File: config.mk
export PLATFORM = sky130hd
export DESIGN_NAME = spi_slave_gen_flat
export DESIGN_NICKNAME = d
export VERILOG_FILES = /design/src/rtl/spi_slave_gen_if.sv /design/src/rtl/spi_slave_gen.sv /design/src/flat_wrapper.sv
export SDC_FILE = /design/constraint.sdc
export NUM_CORES = 1
export LEC_CHECK = 0
export ABC_CLOCK_PERIOD_IN_PS = 2400
export BUFFER_PORTS_ARGS = -buffer_cell sky130_fd_sc_hd__buf_2
export CAP_MARGIN = 20
export CORE_MARGIN = 8
export CORE_UTILIZATION = 25
export DETAILED_ROUTE_END_ITERATION = 16
export GPL_ROUTABILITY_DRIVEN = 0
export PLACE_DENSITY = 0.47
export SLEW_MARGIN = 20
export SYNTH_ARGS = -nofsm -noshare
export SYNTH_HDL_FRONTEND = slang
export SYNTH_SLANG_ARGS = --single-unit
File: constraint.sdc
create_clock -name clk -period 2.4 [get_ports clk]
set_clock_uncertainty 0.15 [all_clocks]
set_input_delay 0 -clock clk [delete_from_list [all_inputs] [get_ports clk]]
set_output_delay 0 -clock clk [all_outputs]
set_load 0.005 [all_outputs]
File: src/rtl/spi_slave_gen_if.sv
// Bus bundle for the SPI slave: serial pins plus the parallel rx/tx side.
// The slave modport is the design's view; the master modport is the peer
// (the SPI master and the local data source/sink).
interface spi_slave_gen_if #(
    parameter int DATA_W = 8
);
    localparam int FW = DATA_W + 2;

    logic              SS_n;
    logic              MOSI;
    logic              tx_valid;
    logic [DATA_W-1:0] tx_data;
    logic [FW-1:0]     rx_data;
    logic              rx_valid;
    logic              MISO;
    logic              frame_err;
    logic              busy;

    modport slave (
        input  SS_n,
        input  MOSI,
        input  tx_valid,
        input  tx_data,
        output rx_data,
        output rx_valid,
        output MISO,
        output frame_err,
        output busy
    );

    modport master (
        output SS_n,
        output MOSI,
        output tx_valid,
        output tx_data,
        input  rx_data,
        input  rx_valid,
        input  MISO,
        input  frame_err,
        input  busy
    );
endinterface

File: src/rtl/spi_slave_gen.sv
// SPI slave with command framing. A frame opens with one path-select bit
// (not stored), followed by FW = DATA_W+2 bits: a 2-bit command and the
// payload, MSB first. Read-data frames then wait for tx_valid and shift
// tx_data out on MISO. Dropping SS_n mid-frame aborts with a frame_err pulse.
module spi_slave_gen #(
    parameter int DATA_W      = 8,
    parameter int TX_WAIT_MAX = 15
) (
    input  logic           clk,
    input  logic           rst,
    spi_slave_gen_if.slave bus
);
    localparam int FW     = DATA_W + 2;
    localparam int CNT_W  = $clog2(FW + 1);
    localparam int WAIT_W = $clog2(TX_WAIT_MAX + 1);

    localparam logic [CNT_W-1:0]  CNT_FW    = CNT_W'(FW);
    localparam logic [CNT_W-1:0]  CNT_DW    = CNT_W'(DATA_W);
    localparam logic [CNT_W-1:0]  CNT_ONE   = CNT_W'(1);
    localparam logic [WAIT_W-1:0] WAIT_LAST = WAIT_W'(TX_WAIT_MAX - 1);
    localparam logic [WAIT_W-1:0] WAIT_ONE  = WAIT_W'(1);

    localparam logic [1:0] CMD_RD_ADDR = 2'b10;
    localparam logic [1:0] CMD_RD_DATA = 2'b11;

    typedef enum logic [2:0] {
        IDLE,
        CHK_CMD,
        RX_SHIFT,
        READ_WAIT,
        TX_SHIFT,
        DONE
    } state_t;

    state_t            state;
    logic [CNT_W-1:0]  bit_cnt;
    logic [WAIT_W-1:0] wait_cnt;
    logic [FW-1:0]     rx_shift;
    logic [DATA_W-1:0] tx_shift;
    logic              rx_valid_r;
    logic              frame_err_r;
    logic              miso_r;
    logic              rd_addr_loaded;
    // Expected command captured at the select bit: exp_sel chooses the
    // write path (either write command) or the read path, where exp_ld
    // picks between rd-addr and rd-data.
    logic              exp_sel;
    logic              exp_ld;

    logic [FW-1:0]     rx_next;
    logic [1:0]        rx_cmd;
    logic              cmd_ok;
    logic              abort;

    // Frame as it will look once the current MOSI bit is shifted in; on the
    // last bit this is the complete frame, so the command check uses it.
    assign rx_next = {rx_shift[FW-2:0], bus.MOSI};
    assign rx_cmd  = rx_next[FW-1:FW-2];
    assign cmd_ok  = exp_sel ? (rx_cmd == {1'b1, exp_ld}) : ~rx_cmd[1];

    // SS_n released while a frame is still in progress; this wins over
    // everything else, including the last RX bit and the end of TX.
    assign abort = bus.SS_n &&
                   (state inside {CHK_CMD, RX_SHIFT, READ_WAIT, TX_SHIFT});

    assign bus.rx_data   = rx_shift;
    assign bus.rx_valid  = rx_valid_r;
    assign bus.MISO      = miso_r;
    assign bus.frame_err = frame_err_r;
    assign bus.busy      = (state != IDLE);

    // Frame sequencer: state, counters, shift registers and registered outputs.
    always_ff @(posedge clk) begin
        if (rst) begin
            state          <= IDLE;
            bit_cnt        <= '0;
            wait_cnt       <= '0;
            rx_shift       <= '0;
            tx_shift       <= '0;
            rx_valid_r     <= 1'b0;
            frame_err_r    <= 1'b0;
            miso_r         <= 1'b0;
            rd_addr_loaded <= 1'b0;
            exp_sel        <= 1'b0;
            exp_ld         <= 1'b0;
        end else begin
            // Pulses and MISO default low; states below raise them.
            rx_valid_r  <= 1'b0;
            frame_err_r <= 1'b0;
            miso_r      <= 1'b0;

            if (abort) begin
                // Partial rx_data and rd_addr_loaded are left untouched.
                state       <= IDLE;
                frame_err_r <= 1'b1;
                bit_cnt     <= '0;
                wait_cnt    <= '0;
            end else begin
                case (state)
                    IDLE: begin
                        if (!bus.SS_n) begin
                            state <= CHK_CMD;
                        end
                    end

                    CHK_CMD: begin
                        exp_sel  <= bus.MOSI;
                        exp_ld   <= rd_addr_loaded;
                        bit_cnt  <= CNT_FW;
                        rx_shift <= '0;
                        state    <= RX_SHIFT;
                    end

                    RX_SHIFT: begin
                        rx_shift <= rx_next;
                        bit_cnt  <= bit_cnt - CNT_ONE;
                        if (bit_cnt == CNT_ONE) begin
                            if (cmd_ok) begin
                                rx_valid_r <= 1'b1;
                                if (rx_cmd == CMD_RD_ADDR) begin
                                    rd_addr_loaded <= 1'b1;
                                end
                                if (rx_cmd == CMD_RD_DATA) begin
                                    wait_cnt <= '0;
                                    state    <= READ_WAIT;
                                end else begin
                                    state <= DONE;
                                end
                            end else begin
                                frame_err_r <= 1'b1;
                                state       <= DONE;
                            end
                        end
                    end

                    READ_WAIT: begin
                        if (bus.tx_valid) begin
                            tx_shift <= bus.tx_data;
                            bit_cnt  <= CNT_DW;
                            wait_cnt <= '0;
                            state    <= TX_SHIFT;
                        end else if (wait_cnt == WAIT_LAST) begin
                            frame_err_r <= 1'b1;
                            wait_cnt    <= '0;
                            state       <= DONE;
                        end else begin
                            wait_cnt <= wait_cnt + WAIT_ONE;
                        end
                    end

                    TX_SHIFT: begin
                        if (bit_cnt != '0) begin
                            miso_r   <= tx_shift[DATA_W-1];
                            tx_shift <= tx_shift << 1;
                            bit_cnt  <= bit_cnt - CNT_ONE;
                        end else begin
                            // Read transaction complete: the next read must
                            // start again with an address frame.
                            rd_addr_loaded <= 1'b0;
                            state          <= DONE;
                        end
                    end

                    DONE: begin
                        if (bus.SS_n) begin
                            state <= IDLE;
                        end
                    end

                    default: begin
                        state <= IDLE;
                    end
                endcase
            end
        end
    end
endmodule
File: src/flat_wrapper.sv
// flat-port wrapper written by rule: the top's interface ports become plain ports
module spi_slave_gen_flat 
#(
    parameter int DATA_W      = 8,
    parameter int TX_WAIT_MAX = 15
)
  (clk, rst, bus_SS_n, bus_MOSI, bus_tx_valid, bus_tx_data, bus_rx_data, bus_rx_valid, bus_MISO, bus_frame_err, bus_busy);
  spi_slave_gen_if #(.DATA_W(DATA_W)) bus_i ();
  input  logic clk;
  input  logic rst;
  input wire logic [$bits(bus_i.SS_n)-1:0] bus_SS_n;
  input wire logic [$bits(bus_i.MOSI)-1:0] bus_MOSI;
  input wire logic [$bits(bus_i.tx_valid)-1:0] bus_tx_valid;
  input wire logic [$bits(bus_i.tx_data)-1:0] bus_tx_data;
  output wire logic [$bits(bus_i.rx_data)-1:0] bus_rx_data;
  output wire logic [$bits(bus_i.rx_valid)-1:0] bus_rx_valid;
  output wire logic [$bits(bus_i.MISO)-1:0] bus_MISO;
  output wire logic [$bits(bus_i.frame_err)-1:0] bus_frame_err;
  output wire logic [$bits(bus_i.busy)-1:0] bus_busy;
  assign bus_i.SS_n = bus_SS_n;
  assign bus_i.MOSI = bus_MOSI;
  assign bus_i.tx_valid = bus_tx_valid;
  assign bus_i.tx_data = bus_tx_data;
  assign bus_rx_data = bus_i.rx_data;
  assign bus_rx_valid = bus_i.rx_valid;
  assign bus_MISO = bus_i.MISO;
  assign bus_frame_err = bus_i.frame_err;
  assign bus_busy = bus_i.busy;
  spi_slave_gen #(.DATA_W(DATA_W), .TX_WAIT_MAX(TX_WAIT_MAX)) u_core (.clk(clk), .rst(rst), .bus(bus_i));
endmodule
# Yosys cells after proc, flatten, opt, wreduce, memory -nomap -nowiden
# Index checks and enable logic that the tools add are counted.
[op_classes] n_addsub=2 n_eq_ne=20 muxes=35 bitwise=6 n_reduce_logical=19
[ops] op="$mux W4" n=7
[ops] op="$mux W3" n=8
[ops] op="$pmux W10 S2" n=1
[ops] op="$pmux W3 S6" n=1
[ops] op="$mux W8" n=2
[ops] op="$ne A2 B2 Y1 const B" n=8
[ops] op="$pmux W4 S4" n=1
[ops] op="$pmux W8 S2" n=1
[ops] op="$mux W1" n=11
[ops] op="$pmux W4 S2" n=1
[ops] op="$reduce_and A4 Y1" n=2
[ops] op="$reduce_bool A2 Y1" n=4
[ops] op="$reduce_bool A4 Y1" n=2
[ops] op="$reduce_or A4 Y1" n=2
[ops] op="$eq A3 B2 Y1 const B" n=2
[ops] op="$eq A3 B3 Y1 const B" n=2
[ops] op="$not A1 Y1" n=6
[ops] op="$reduce_and A6 Y1" n=1
[ops] op="$reduce_and A5 Y1" n=1
[ops] op="$add A4 B1 Y4 const B" n=1
[ops] op="$eq A2 B2 Y1 const B" n=2
[ops] op="$eq A4 B1 Y1 const B" n=1
[ops] op="$eq A4 B4 Y1 const B" n=1
[ops] op="$pmux W1 S2" n=2
[ops] op="other kinds (11)" n=12
[word_totals] regBits=35 out_inout_bits=14

# Longest topological paths before layout
[depth] word_depth=6 ltp_mapped=7

# Worst setup path after synthesis
# Ideal clock, no wire load.
[synth_path] path_type="reg-to-reg" startpoint="register u_core.bit_cnt[1]" endpoint="register u_core.rd_addr_loaded" setup_time_ns=0.103 arrival_ns=1.515 required_ns=2.147 slack_ns=0.632 path_stages_with_launch=7 path_cell_list="dfxtp_1 inv_1 ha_1 or3b_1 nor3_1 o21ai_0 a2111oi_2"
[synth_between] elab_chain_cells=3 word_cells_on_any_way=5 cone_classes="eq/ne (3); reduce/logical (2)"
[synth_rtl] element="start, declared" line_no="spi_slave_gen.sv:36" text="logic [CNT_W-1:0] bit_cnt;"
[synth_rtl] element="start signal, assigned" line_no="spi_slave_gen.sv:116" text="bit_cnt <= bit_cnt - CNT_ONE;"
[synth_rtl] element="start signal, assigned" line_no="spi_slave_gen.sv:155" text="bit_cnt <= bit_cnt - CNT_ONE;"
[synth_rtl] element="$eq A4 B1 Y1 or $reduce_bool A4 Y1 (tied branches)" line_no="spi_slave_gen.sv:117, spi_slave_gen.sv:152"
[synth_rtl] element="$ne A2 B2 Y1 (no line)"
[synth_rtl] element="$reduce_and A6 Y1 (no line) *"
[synth_rtl] element="end signal, assigned" line_no="spi_slave_gen.sv:83" text="rd_addr_loaded <= 1'b0;"
[synth_rtl] element="end signal, assigned" line_no="spi_slave_gen.sv:121" text="rd_addr_loaded <= 1'b1;"
[synth_rtl] element="end signal, assigned" line_no="spi_slave_gen.sv:159" text="rd_addr_loaded <= 1'b0;"
[synth_rtl] element="end, declared" line_no="spi_slave_gen.sv:43" text="logic rd_addr_loaded;"
# Mark *: on every way between the ends. The rest lies on a longest branch, timed or not.
# A chain may end at the register's enable or synchronous reset.

# Worst setup path after layout
[layout_path] startpoint="register u_core.state[2]" endpoint="register u_core.tx_shift[0]"
[layout_between] elab_chain_cells=5 word_cells_on_any_way=12 cone_classes="eq/ne (6); mux (1); bitwise (1); reduce/logical (4)"
[layout_rtl] element="start, declared" line_no="spi_slave_gen.sv:35" text="state_t state;"
[layout_rtl] element="start signal, assigned" line_no="spi_slave_gen.sv:75" text="state <= IDLE;"
[layout_rtl] element="start signal, assigned" line_no="spi_slave_gen.sv:94" text="state <= IDLE;"
[layout_rtl] element="start signal, assigned" line_no="spi_slave_gen.sv:102" text="state <= CHK_CMD;"
[layout_rtl] element="$eq A3 B3 Y1 (tied with other cells)" line_no="spi_slave_gen.sv:64, spi_slave_gen.sv:99"
[layout_rtl] element="$reduce_bool A4 Y1 (no line)"
[layout_rtl] element="$logic_and A1 B1 Y1" line_no="spi_slave_gen.sv:63" text="assign abort = bus.SS_n &&"
[layout_rtl] element="$not A1 Y1 (no line)"
[layout_rtl] element="$reduce_and A4 Y1 (no line)"
[layout_rtl] element="end signal, assigned" line_no="spi_slave_gen.sv:138" text="tx_shift <= bus.tx_data;"
[layout_rtl] element="end signal, assigned" line_no="spi_slave_gen.sv:154" text="tx_shift <= tx_shift << 1;"
[layout_rtl] element="end, declared" line_no="spi_slave_gen.sv:39" text="logic [DATA_W-1:0] tx_shift;"
# Several ways; a longest one is shown, not always the timed one.

==> impl_metrics.xml <==
<?xml version="1.0" encoding="UTF-8"?>
<metrics>
  <group name="status">
    <metric name="run_status" unit="">finished clean</metric>
  </group>
  <group name="setup_path">
    <metric name="critical_path.cell_chain" unit="">or4b_4 &gt; o22ai_4 &gt; mux2i_1 &gt; nor2b_1</metric>
    <metric name="timing.critical_path.to_type" unit="">flop</metric>
    <metric name="critical_path_peak_fanout" unit="">16</metric>
    <metric name="cp_data_arrival_time" unit="ns">2.11</metric>
    <metric name="worstPathRequired" unit="ns">2.46</metric>
    <metric name="r2r_cells" unit="">4</metric>
    <metric name="critical_path.max_stage_delay" unit="ns">0.59</metric>
    <metric name="cp_num_cells" unit="">4</metric>
    <metric name="critPathBufInv" unit="">0</metric>
    <metric name="critical_path.top_delay_family" unit="">simple AND/OR/NAND/NOR gates</metric>
    <metric name="crit_type" unit="">flop to flop</metric>
    <metric name="cp_slowest_cell" unit="">sky130_fd_sc_hd__dfxtp_1</metric>
    <metric name="startpoint_type" unit="">flop</metric>
  </group>
  <group name="timing">
    <metric name="final_worst_setup_slack" unit="ns">0.349</metric>
    <metric name="max_slew.worst_pin.slew" unit="ns">0.514</metric>
    <metric name="rsz0062_at_grt" unit="">false</metric>
    <metric name="final.period_utilization" unit="%">85.5</metric>
    <metric name="setup_total_negative_slack" unit="ns">0</metric>
    <metric name="fin_hold_viols" unit="">0</metric>
    <metric name="timing.fmax" unit="GHz">0.488</metric>
    <metric name="worst_rel_slew_slack" unit="%">65.7</metric>
    <metric name="setup_viol" unit="">0</metric>
    <metric name="final_period_minus_worst_setup_slack" unit="ns">2.05</metric>
    <metric name="timing_max_transition_violations_final" unit="">0</metric>
  </group>
  <group name="logic_synthesis">
    <metric name="postSynth.topFlopCell" unit="">sky130_fd_sc_hd__dfxtp_1</metric>
    <metric name="postSynthNetCount" unit="">213</metric>
    <metric name="mappedNetlistArea" unit="sq um">1770</metric>
    <metric name="syn-instance-count" unit="">195</metric>
    <metric name="post-synth-top-area-fraction" unit="%">39.5</metric>
    <metric name="synth_commonest_cells" unit="">sky130_fd_sc_hd__dfxtp_1 (35), sky130_fd_sc_hd__nor2_1 (28), sky130_fd_sc_hd__a22oi_1 (10), sky130_fd_sc_hd__mux2i_1 (10), sky130_fd_sc_hd__a21oi_1 (9)</metric>
    <metric name="ys_seq_elements" unit="">35</metric>
    <metric name="yosysWarnings" unit="">0</metric>
    <metric name="postSynthAreaPerCell" unit="sq um">9.10</metric>
    <metric name="synth.area.top_cells" unit="">sky130_fd_sc_hd__dfxtp_1 (39%), sky130_fd_sc_hd__nor2_1 (5.9%), sky130_fd_sc_hd__mux2i_1 (5.6%), sky130_fd_sc_hd__a22oi_1 (4.2%), sky130_fd_sc_hd__ha_1 (3.5%)</metric>
    <metric name="synth_edf_count" unit="">0</metric>
    <metric name="synth.distinct_cells" unit="">45</metric>
    <metric name="yosysMostFrequentCell" unit="">sky130_fd_sc_hd__dfxtp_1</metric>
    <metric name="postSynth.asyncResetShare" unit="%">0</metric>
    <metric name="yosys.area.top_type" unit="">sky130_fd_sc_hd__dfxtp_1</metric>
    <metric name="sequential_area_share_after_synthesis" unit="%">39.5</metric>
  </group>
  <group name="pwr">
    <metric name="total_leakage_power" unit="nW">0.845</metric>
    <metric name="peakVddDrop" unit="uV">322</metric>
    <metric name="power_per_cell_area" unit="nW/um^2">858</metric>
  </group>
  <group name="clock_tree">
    <metric name="clkTransAtPathRegs" unit="ns">0.07</metric>
    <metric name="cts_made_buffers" unit="">5</metric>
    <metric name="clk_latency" unit="ns">0.28</metric>
    <metric name="cts_root_buf" unit="">sky130_fd_sc_hd__clkbuf_8</metric>
    <metric name="post_cts_buffers" unit="">0</metric>
    <metric name="ctsHtreeMaxLevel" unit="">2</metric>
    <metric name="cts.sink_count" unit="">35</metric>
    <metric name="tritoncts" unit="">yes</metric>
    <metric name="cts-root-to-sink-buffers" unit="">2</metric>
  </group>
  <group name="floorplanning">
    <metric name="dieWidth" unit="um">100</metric>
    <metric name="floorplan.die_area" unit="sq um">10000</metric>
    <metric name="die_y" unit="um">100</metric>
    <metric name="floorplan.initialDensity" unit="%">26.0</metric>
    <metric name="core_area" unit="sq um">6830</metric>
    <metric name="design.portCount" unit="">27</metric>
    <metric name="rows" unit="">30</metric>
  </group>
  <group name="routing">
    <metric name="wl_met3" unit="um">163</metric>
    <metric name="detail_route.drc_violations" unit="">0</metric>
    <metric name="route.layer.met1.wl" unit="mm">2.24</metric>
    <metric name="routed_via_count_divided_by_cell_count" unit="">4.65</metric>
    <metric name="highest_layer" unit="">met4</metric>
    <metric name="number_of_optimization_iterations_in_the_first_detailed_route_pass" unit="">4</metric>
    <metric name="avgRoutedWirePerCell" unit="um">13.5</metric>
    <metric name="residual_antenna_violating_net_count_after_detailed_routing" unit="">0</metric>
    <metric name="dr_wl_met2" unit="mm">1.95</metric>
    <metric name="route.final.wire_length" unit="mm">4.42</metric>
    <metric name="drt_iter0_markers" unit="">79</metric>
    <metric name="vias" unit="">1522</metric>
  </group>
  <group name="hold_path">
    <metric name="worst_hold_class" unit="">primary input to flop</metric>
    <metric name="worst_hold_path.num_cells" unit="">2</metric>
  </group>
  <group name="cells_and_area">
    <metric name="n_antenna_cell" unit="">0</metric>
    <metric name="nets" unit="">248</metric>
    <metric name="post-route-cell-area" unit="sq um">2180</metric>
    <metric name="fillCellCount" unit="">763</metric>
    <metric name="register_area" unit="sq um">701</metric>
    <metric name="layoutNonFillerInstCount" unit="">327</metric>
    <metric name="multi_input_area" unit="sq um">973</metric>
    <metric name="final_layout_size_suffix_gt1_share" unit="%">20.3</metric>
    <metric name="areaGrowthSynthToFinish" unit="%">23.1</metric>
  </group>
  <group name="global_routing">
    <metric name="antenna_found_initial" unit="">0</metric>
    <metric name="vias_in_the_first_global_route" unit="">1603</metric>
    <metric name="grt_start_max_net_pins" unit="">25</metric>
    <metric name="overflow_after_grt" unit="">0</metric>
    <metric name="grt.total_usage" unit="%">9.19</metric>
    <metric name="grt_pass1_wl" unit="mm">7.60</metric>
  </group>
  <group name="place">
    <metric name="detailed_place_hpwl" unit="mm">3.16</metric>
    <metric name="placed_cells_incl_taps" unit="">309</metric>
    <metric name="postPlaceCellArea" unit="sq um">1980</metric>
    <metric name="portBuffers" unit="">26</metric>
    <metric name="pre_cts_slack" unit="ns">0.367</metric>
  </group>
  <group name="job">
    <metric name="cap_viol_max_count" unit="">0</metric>
  </group>
</metrics>
[logic make-up (layout without fill, tap and decap cells)]
kind of cell / count (synthesis) / after routing / synth area share (%)
buffers and inverters: 20 / 56 / 5.64
muxes: 10 / 10 / 5.64
adders and majority gates: 5 / 5 / 3.53
DFF: 35 / 35 / 39.5
and+or+nand+nor: 70 / 70 / 22.5
AOI/OAI and AO/OA: 53 / 53 / 22.2
xor gates and xnor gates: 2 / 2 / 0.987
[power by group]
group | internal, mW | switching, mW
logic | 0.279 | 0.388
clock network | 0.262 | 0.203
registers | 0.643 | 0.100
[worst register-to-register path: stages (launching register included)]
cell and delay, ns:
sky130_fd_sc_hd__dfxtp_1 0.59, sky130_fd_sc_hd__or4b_4 0.53, sky130_fd_sc_hd__o22ai_4 0.36, sky130_fd_sc_hd__mux2i_1 0.23
sky130_fd_sc_hd__nor2b_1 0.13
[through the flow]
stage	hold WS (ns)	power (mW)	util (%)
finish	0.0198	1.88	32.0
global route	0.0410	2.01	32.0
CTS	0.0219	1.90	32.0
detailed placement	0.132	1.41	29.0
global placement	0.110	1.41	29.0
floorplan	-0.0811	1.23	-
[final timing paths]
path	from	end	slack (ns)
setup / recovery	u_core.state[2]	u_core.tx_shift[0]	0.35
hold / removal	rst	u_core.bus.rx_data[3]	0.02
setup reg to reg	u_core.state[2]	u_core.tx_shift[0]	0.35
hold reg to reg	u_core.bus.rx_data[9]	u_core.bus.rx_data[9]	0.34
[registers in the layout (all words and copies together) (netlist names)]
signal                 count
u_core.bit_cnt             4
u_core.bus.MISO            1
u_core.bus.frame_err       1
u_core.bus.rx_data        10
u_core.bus.rx_valid        1
u_core.exp_ld              1
u_core.exp_sel             1
u_core.rd_addr_loaded      1
u_core.state               3
u_core.tx_shift            8
u_core.wait_cnt            4
[final cells by class]
type                    instances  area share (%)
flip-flops and latches         35            32.1
inverters                       8            1.37
well taps                      96            5.50
clock buffers                   8            4.58
repair buffers                 40            11.9
multi-input cells             140            44.6
[routing by layer]
layer  vias to the layer above  global-route usage [%]
met4                         0                    3.60
met1                       699                    12.0
met5                         -                       0
met3                         8                    2.49
li1                        784                       -
met2                        31                    13.9
[placed cells by master (no fill, tap or decap), types with 4 or more instances in the layout]
cell,Yosys,routed
sky130_fd_sc_hd__nand2_1,7,7
sky130_fd_sc_hd__buf_4,1,4
sky130_fd_sc_hd__a211oi_1,7,7
sky130_fd_sc_hd__dfxtp_1,35,35
sky130_fd_sc_hd__dlygate4sd3_1,0,10
sky130_fd_sc_hd__a22oi_1,10,10
sky130_fd_sc_hd__mux2i_1,10,10
sky130_fd_sc_hd__inv_1,8,8
sky130_fd_sc_hd__buf_2,5,26
sky130_fd_sc_hd__nor2_1,28,28
sky130_fd_sc_hd__a31oi_1,7,7
sky130_fd_sc_hd__a21oi_1,9,9
sky130_fd_sc_hd__nand2b_1,6,6
sky130_fd_sc_hd__o21ai_0,5,5
sky130_fd_sc_hd__ha_1,5,5
sky130_fd_sc_hd__clkbuf_8,0,7
[timing repair]
action | in CTS | in global routing
gates resized for setup | 0 | 0
endpoints found under the setup margin | 0 | 0
hold buffers | 10 | 0
endpoints found under the hold margin | 11 | 0
(Power assumes the default switching activity.)
